## config.mk

```make
export PLATFORM = sky130hd
export DESIGN_NAME = ram_arbiter
export DESIGN_NICKNAME = d
export VERILOG_FILES = /design/src/rtl/ram_arbiter.sv
export SDC_FILE = /design/constraint.sdc
export NUM_CORES = 1
export LEC_CHECK = 0
export CAP_MARGIN = 30
export CORE_ASPECT_RATIO = 1.4
export CORE_MARGIN = 2
export CORE_UTILIZATION = 41
export CTS_BUF_LIST = sky130_fd_sc_hd__clkbuf_16
export DETAILED_ROUTE_END_ITERATION = 10
export PLACE_DENSITY = 0.8
export SLEW_MARGIN = 20
export SYNTH_ARGS = -nofsm -noshare
export SYNTH_HDL_FRONTEND = slang
export SYNTH_SLANG_ARGS = --single-unit
```

## constraint.sdc

```tcl
create_clock -name clk -period 1.77 [get_ports clk]
set_input_delay 0.2655 -clock clk [delete_from_list [all_inputs] [get_ports clk]]
set_output_delay 0.2655 -clock clk [all_outputs]
set_load 0.005 [all_outputs]
```

## src/rtl/ram_arbiter.sv

```systemverilog
// ram_arbiter: shares one single-port unified instruction/data RAM between
// the instruction-fetch requester (read-only) and the load/store requester.
//
// Handshake rule (requests and responses alike): a transfer happens on the
// rising clk edge where valid && ready are both high. The source holds its
// payload stable while valid && !ready. Request readies are combinational,
// are raised only in IDLE, and go only to the granted port.
//
// Transaction flow: IDLE -(accept, E0)-> ISSUE -(RAM samples, E1)->
// CAPTURE -(rd registered, E2)-> RESP -(rsp handshake)-> IDLE.
// Ties are broken round-robin; last_grant resets to DATA so fetch wins first.
//
// Optional build macro RAM_ARB_RANGE_CHECK_EN: when defined, an address
// >= MEM_WORDS is still run through the full sequence, but the write is
// suppressed, the response data is 0 and the port's err flag is raised.
// When undefined, no check is made and both err outputs stay 0.
module ram_arbiter #(
    parameter int ADDR_W    = 32,
    parameter int DATA_W    = 32,
    parameter int MEM_WORDS = 128
) (
    input  logic              clk,
    input  logic              reset_n,
    // fetch port
    input  logic              f_req_valid,
    output logic              f_req_ready,
    input  logic [ADDR_W-1:0] f_req_addr,
    output logic              f_rsp_valid,
    input  logic              f_rsp_ready,
    output logic [DATA_W-1:0] f_rsp_rdata,
    output logic              f_rsp_err,
    // data port
    input  logic              d_req_valid,
    output logic              d_req_ready,
    input  logic              d_req_we,
    input  logic [ADDR_W-1:0] d_req_addr,
    input  logic [DATA_W-1:0] d_req_wdata,
    output logic              d_rsp_valid,
    input  logic              d_rsp_ready,
    output logic [DATA_W-1:0] d_rsp_rdata,
    output logic              d_rsp_err,
    // RAM side
    output logic              mem_we,
    output logic [ADDR_W-1:0] mem_a,
    output logic [DATA_W-1:0] mem_wd,
    input  logic [DATA_W-1:0] mem_rd,
    // status / debug
    output logic              busy,
    output logic [1:0]        dbg_state
);

    typedef enum logic [1:0] {
        IDLE    = 2'd0,
        ISSUE   = 2'd1,
        CAPTURE = 2'd2,
        RESP    = 2'd3
    } state_t;

    state_t state;
    logic   last_grant;   // 1 = data port was granted last, 0 = fetch
    logic   cur_d;        // port owning the transaction in flight (1 = data)
    logic   cur_we;       // transaction in flight is a store
    logic   oor_q;        // transaction in flight is out of range
    logic   f_err_q;
    logic   d_err_q;
    logic   grant_f;
    logic   grant_d;
    logic   f_oor;
    logic   d_oor;
    logic   rsp_done;

`ifdef RAM_ARB_RANGE_CHECK_EN
    // Out-of-range detection on the incoming request addresses.
    assign f_oor = (f_req_addr >= ADDR_W'(MEM_WORDS));
    assign d_oor = (d_req_addr >= ADDR_W'(MEM_WORDS));
`else
    assign f_oor = 1'b0;
    assign d_oor = 1'b0;
`endif

    // Round-robin grant: a lone requester wins; on a tie the port not granted last wins.
    always_comb begin
        grant_f     = f_req_valid && (!d_req_valid || last_grant);
        grant_d     = d_req_valid && (!f_req_valid || !last_grant);
        f_req_ready = (state == IDLE) && grant_f;
        d_req_ready = (state == IDLE) && grant_d;
        rsp_done    = cur_d ? d_rsp_ready : f_rsp_ready;
    end

    assign busy      = (state != IDLE);
    assign dbg_state = state;
    assign f_rsp_err = f_err_q;
    assign d_rsp_err = d_err_q;

    // Transaction sequencer: owns every registered output and the grant history.
    always_ff @(posedge clk or negedge reset_n) begin
        if (!reset_n) begin
            state       <= IDLE;
            last_grant  <= 1'b1;
            cur_d       <= 1'b0;
            cur_we      <= 1'b0;
            oor_q       <= 1'b0;
            mem_we      <= 1'b0;
            mem_a       <= '0;
            mem_wd      <= '0;
            f_rsp_valid <= 1'b0;
            f_rsp_rdata <= '0;
            f_err_q     <= 1'b0;
            d_rsp_valid <= 1'b0;
            d_rsp_rdata <= '0;
            d_err_q     <= 1'b0;
        end else begin
            case (state)
                IDLE: begin
                    if (f_req_ready) begin
                        mem_a      <= f_req_addr;
                        mem_wd     <= '0;
                        mem_we     <= 1'b0;
                        cur_d      <= 1'b0;
                        cur_we     <= 1'b0;
                        oor_q      <= f_oor;
                        last_grant <= 1'b0;
                        state      <= ISSUE;
                    end else if (d_req_ready) begin
                        mem_a      <= d_req_addr;
                        mem_wd     <= d_req_wdata;
                        mem_we     <= d_req_we && !d_oor;
                        cur_d      <= 1'b1;
                        cur_we     <= d_req_we;
                        oor_q      <= d_oor;
                        last_grant <= 1'b1;
                        state      <= ISSUE;
                    end
                end
                ISSUE: begin
                    // The RAM samples we/a/wd on this edge; the write pulse ends here.
                    mem_we <= 1'b0;
                    state  <= CAPTURE;
                end
                CAPTURE: begin
                    if (cur_d) begin
                        d_rsp_valid <= 1'b1;
                        d_rsp_rdata <= (cur_we || oor_q) ? '0 : mem_rd;
                        d_err_q     <= oor_q;
                    end else begin
                        f_rsp_valid <= 1'b1;
                        f_rsp_rdata <= oor_q ? '0 : mem_rd;
                        f_err_q     <= oor_q;
                    end
                    state <= RESP;
                end
                RESP: begin
                    // rdata is left as-is after the handshake; only valid/err drop.
                    if (rsp_done) begin
                        f_rsp_valid <= 1'b0;
                        f_err_q     <= 1'b0;
                        d_rsp_valid <= 1'b0;
                        d_err_q     <= 1'b0;
                        state       <= IDLE;
                    end
                end
                default: state <= IDLE;
            endcase
        end
    end

endmodule

```

==> metrics.yaml <==
p_comb_share_pct: 44.0
min_period_ns: 1.750
cp_data_required_time_ns: 1.50
ys_ff_latch: 136
ir_worst_vdd_mv: 0.9656
htreeDepth: 4
grt_pass1_vias: 5080
finalSetupViolations: 0
tightest_slew_ns: 0.8664
ant_nets: 0
p_per_area_nw_per_um2: 1784
fin_skew_ns: 0.009669
reg2reg_depth: 6
yosys_warnings: 0
coreArea_sq_um: 13910
cpMaxStageDelayCell: "dfrtp_1"
grt_setup_unrepaired: "true"
die_area_sq_um: 15190
critPathKind: "reg -> out"
antenna_cells: 0
grt_pass1_wl_mm: 26.34
clk_pin_slew_ns: 0.06
die_h_microns: 145.0
rr_endpoint: "f_rsp_rdata[9]$_DFFE_PN0P_"
arrival_ns: 1.48
antenna_found_initial: 0
grtUsageTotal_pct: 21.86
vias_per_cell: 5.034
p_int_mw: 11.54
synth_edf_count: 0
dp_slack_ns: -0.2245
p_seq_share_pct: 33.3
drv_slew: 0
pwr-share-clk_pct: 22.8
setup_slack_ns: 0.02008
critPathTopFamily: "flip-flops"
max_stage_delay_ns: 0.39
finalWirelength_mm: 16.61
end_kind: "primary output"
clk_latency_ns: 0.41
fin_nets: 907
crit_buf_inv: 2
io_pins: 273
critPathMaxFanout: 4
relSlewSlack_pct: 42.24
firstDrtPassIters: 4
netlist_instances: 501
synth.most_common_cell: "dfrtp_1"
post-dp-hpwl_mm: 11.90
cts_root_buf: "clkbuf_16"
r2r_setup_slack_ns: 0.09
period_share_pct: 98.87
drt_iter0_drc: 166
drive_above_1_share_pct: 12.16
initial_utilization_pct: 41.86
cts.sinks: 136
cts_buffer_depth: 2
min_path_type: "in -> async"
synth-async-reset-ratio_pct: 100.0
tns_ns: 0
drc: 0
cts_tree: "built"
worstPathCellList: "inv_2 -> ha_4 -> nand2_4 -> o21a_1 -> buf_2"
status: "finished clean"
yosysUniqueCellTypes: 31
finalPower_mw: 16.76
synth_common_cells: "135 x dfrtp_1, 53 x o21ai_0, 34 x a31oi_1, 34 x nand2_1, 34 x nor2_1"
synth_top_area_cell: "dfrtp_1"
cts_buffers: 17
synth.cell_area_sq_um: 5823
fillerInstances: 1077
grt_start_max_net_pins: 65
hold_violations: 0
portBuffers: 270
area_growth_syn_to_layout_pct: 61.26
grt_overflow: 0
power.leakage_nw: 3.934
cp-start-kind: "flip-flop"
cap_violations: 0
wl_per_cell_microns: 17.20
synth_area_leaders: "dfrtp_1 58%, mux2_2 5.0%, a22o_1 5.0%, or3b_1 4.8%, o21ai_0 4.6%"
chipWidth_microns: 104.7
rr_startpoint: "dbg_state[1]$_DFFE_PN0P_"
gp_congestion: 0.7716
ys_seq_area_share_pct: 58.47
synth_top_area_share_pct: 58.01
vias: 4863
clock.fmax_mhz: 571.5
synth_area_per_cell_sq_um: 11.62
synth_flop_cell: "dfrtp_1"
power.switching_mw: 5.212
p_sw_share_pct: 31.10
num_rows: 51
power by group through the flow:
stage	clock [mW]	sequential (mW)	combinational, mW
detailed placement	0	5.58	7.29
CTS	3.87	5.58	7.36
finish	3.81	5.57	7.37
global placement	0	5.52	7.07
floorplan	0	5.55	3.13
global route	4.02	5.76	7.97
layout make-up:
type / instances / area, sq um / area share (%)
Tap cell: 185 / 231.5 / 2.465
Timing Repair Buffer: 292 / 2945 / 31.37
Multi-Input combinational cell: 317 / 2155 / 22.94
Sequential cell: 136 / 3405 / 36.26
Clock buffer: 17 / 425.4 / 4.530
Clock inverter: 15 / 214.0 / 2.278
Inverter: 4 / 15.01 / 0.1599
registers in the layout (all words and copies together) (netlist names), 2 cells and up:
signal,cells
dbg_state,2
f_rsp_rdata,32
d_rsp_rdata,32
mem_a,32
mem_wd,32
cell families after synthesis:
kind of cell / after synthesis / synth area share (%)
AND/OR/NAND/NOR: 135 / 13.17
multiplexers: 34 / 6.554
AO/OA/AOI/OAI: 142 / 15.73
flip-flops: 136 / 58.47
other: 1 / 0.06440
adder cells (fa/ha/maj): 4 / 0.8595
buffers and inverters: 49 / 5.157
layer usage:
layer,wire length (microns),global-route usage (%),vias up
met5,0,0,-
met2,8932,40.13,200
met4,325,7.067,0
met3,955,5.615,22
li1,-,-,2306
met1,6399,24.39,2335
cell usage in the layout, fill, tap and decap left out, drive strengths merged:
master,netlist,routed
dfrtp,135,135
a22oi,1,1
clkdlybuf4s15,0,1
dfstp,1,1
clkinv,0,3
clkdlybuf4s50,0,265
nand2b,33,33
mux2,33,33
buf,27,23
o21ai,65,65
o21ba,2,2
a2bb2oi,1,1
a21o,2,2
o211a,1,1
o21a,2,2
conb,1,2
clkinvlp,0,2
a31o,1,1
dlygate4sd2,0,1
dlygate4sd3,0,1
clkbuf,18,18
ha,4,4
bufinv,0,4
nand2,35,35
nor2,34,34
inv,4,10
nor2b,1,1
or3b,32,32
a31oi,34,34
a22o,33,33
mux2i,1,1
what timing repair did:
item,CTS,global route
endpoints found under the hold margin,44,0
setup buffers,1,0
pin swaps,1,1
hold buffers,1,0
setup endpoints to repair,20,40
resized for setup,16,4
gates cloned,0,1
metrics by stage:
stage                     utilization (%)  hold WS [ns]  instance area [sq um]  instances
final                               67.50        0.3744                   9390        966
after global routing                67.50        0.4067                   9390        966
after CTS                           67.25        0.3773                   9355        965
after detailed placement            62.44        0.2295                   8686        931
after global placement              62.44        0.2293                   8686        931
after floorplan                         -      -0.03009                   5827        502
worst reg2reg max path, stage by stage (launching register included):
cell       delay, ns
dfrtp_1         0.39
buf_4           0.14
buf_4           0.14
ha_1            0.24
nand2b_4        0.12
clkbuf_16       0.20
mux2_2          0.34
worst max-delay path by stage:
stage,cells past startpoint,startpoint,end
finish,5,dbg_state[0]$_DFFE_PN0P_,d_req_ready
floorplan,9,dbg_state[0]$_DFFE_PN0P_,mem_wd[24]$_DFFE_PN0P_
detailed placement,4,d_req_valid,d_req_ready
global route,5,dbg_state[0]$_DFFE_PN0P_,d_req_ready
CTS,5,dbg_state[1]$_DFFE_PN0P_,d_req_ready
global placement,4,d_req_valid,d_req_ready
(Power assumes the default switching activity.)
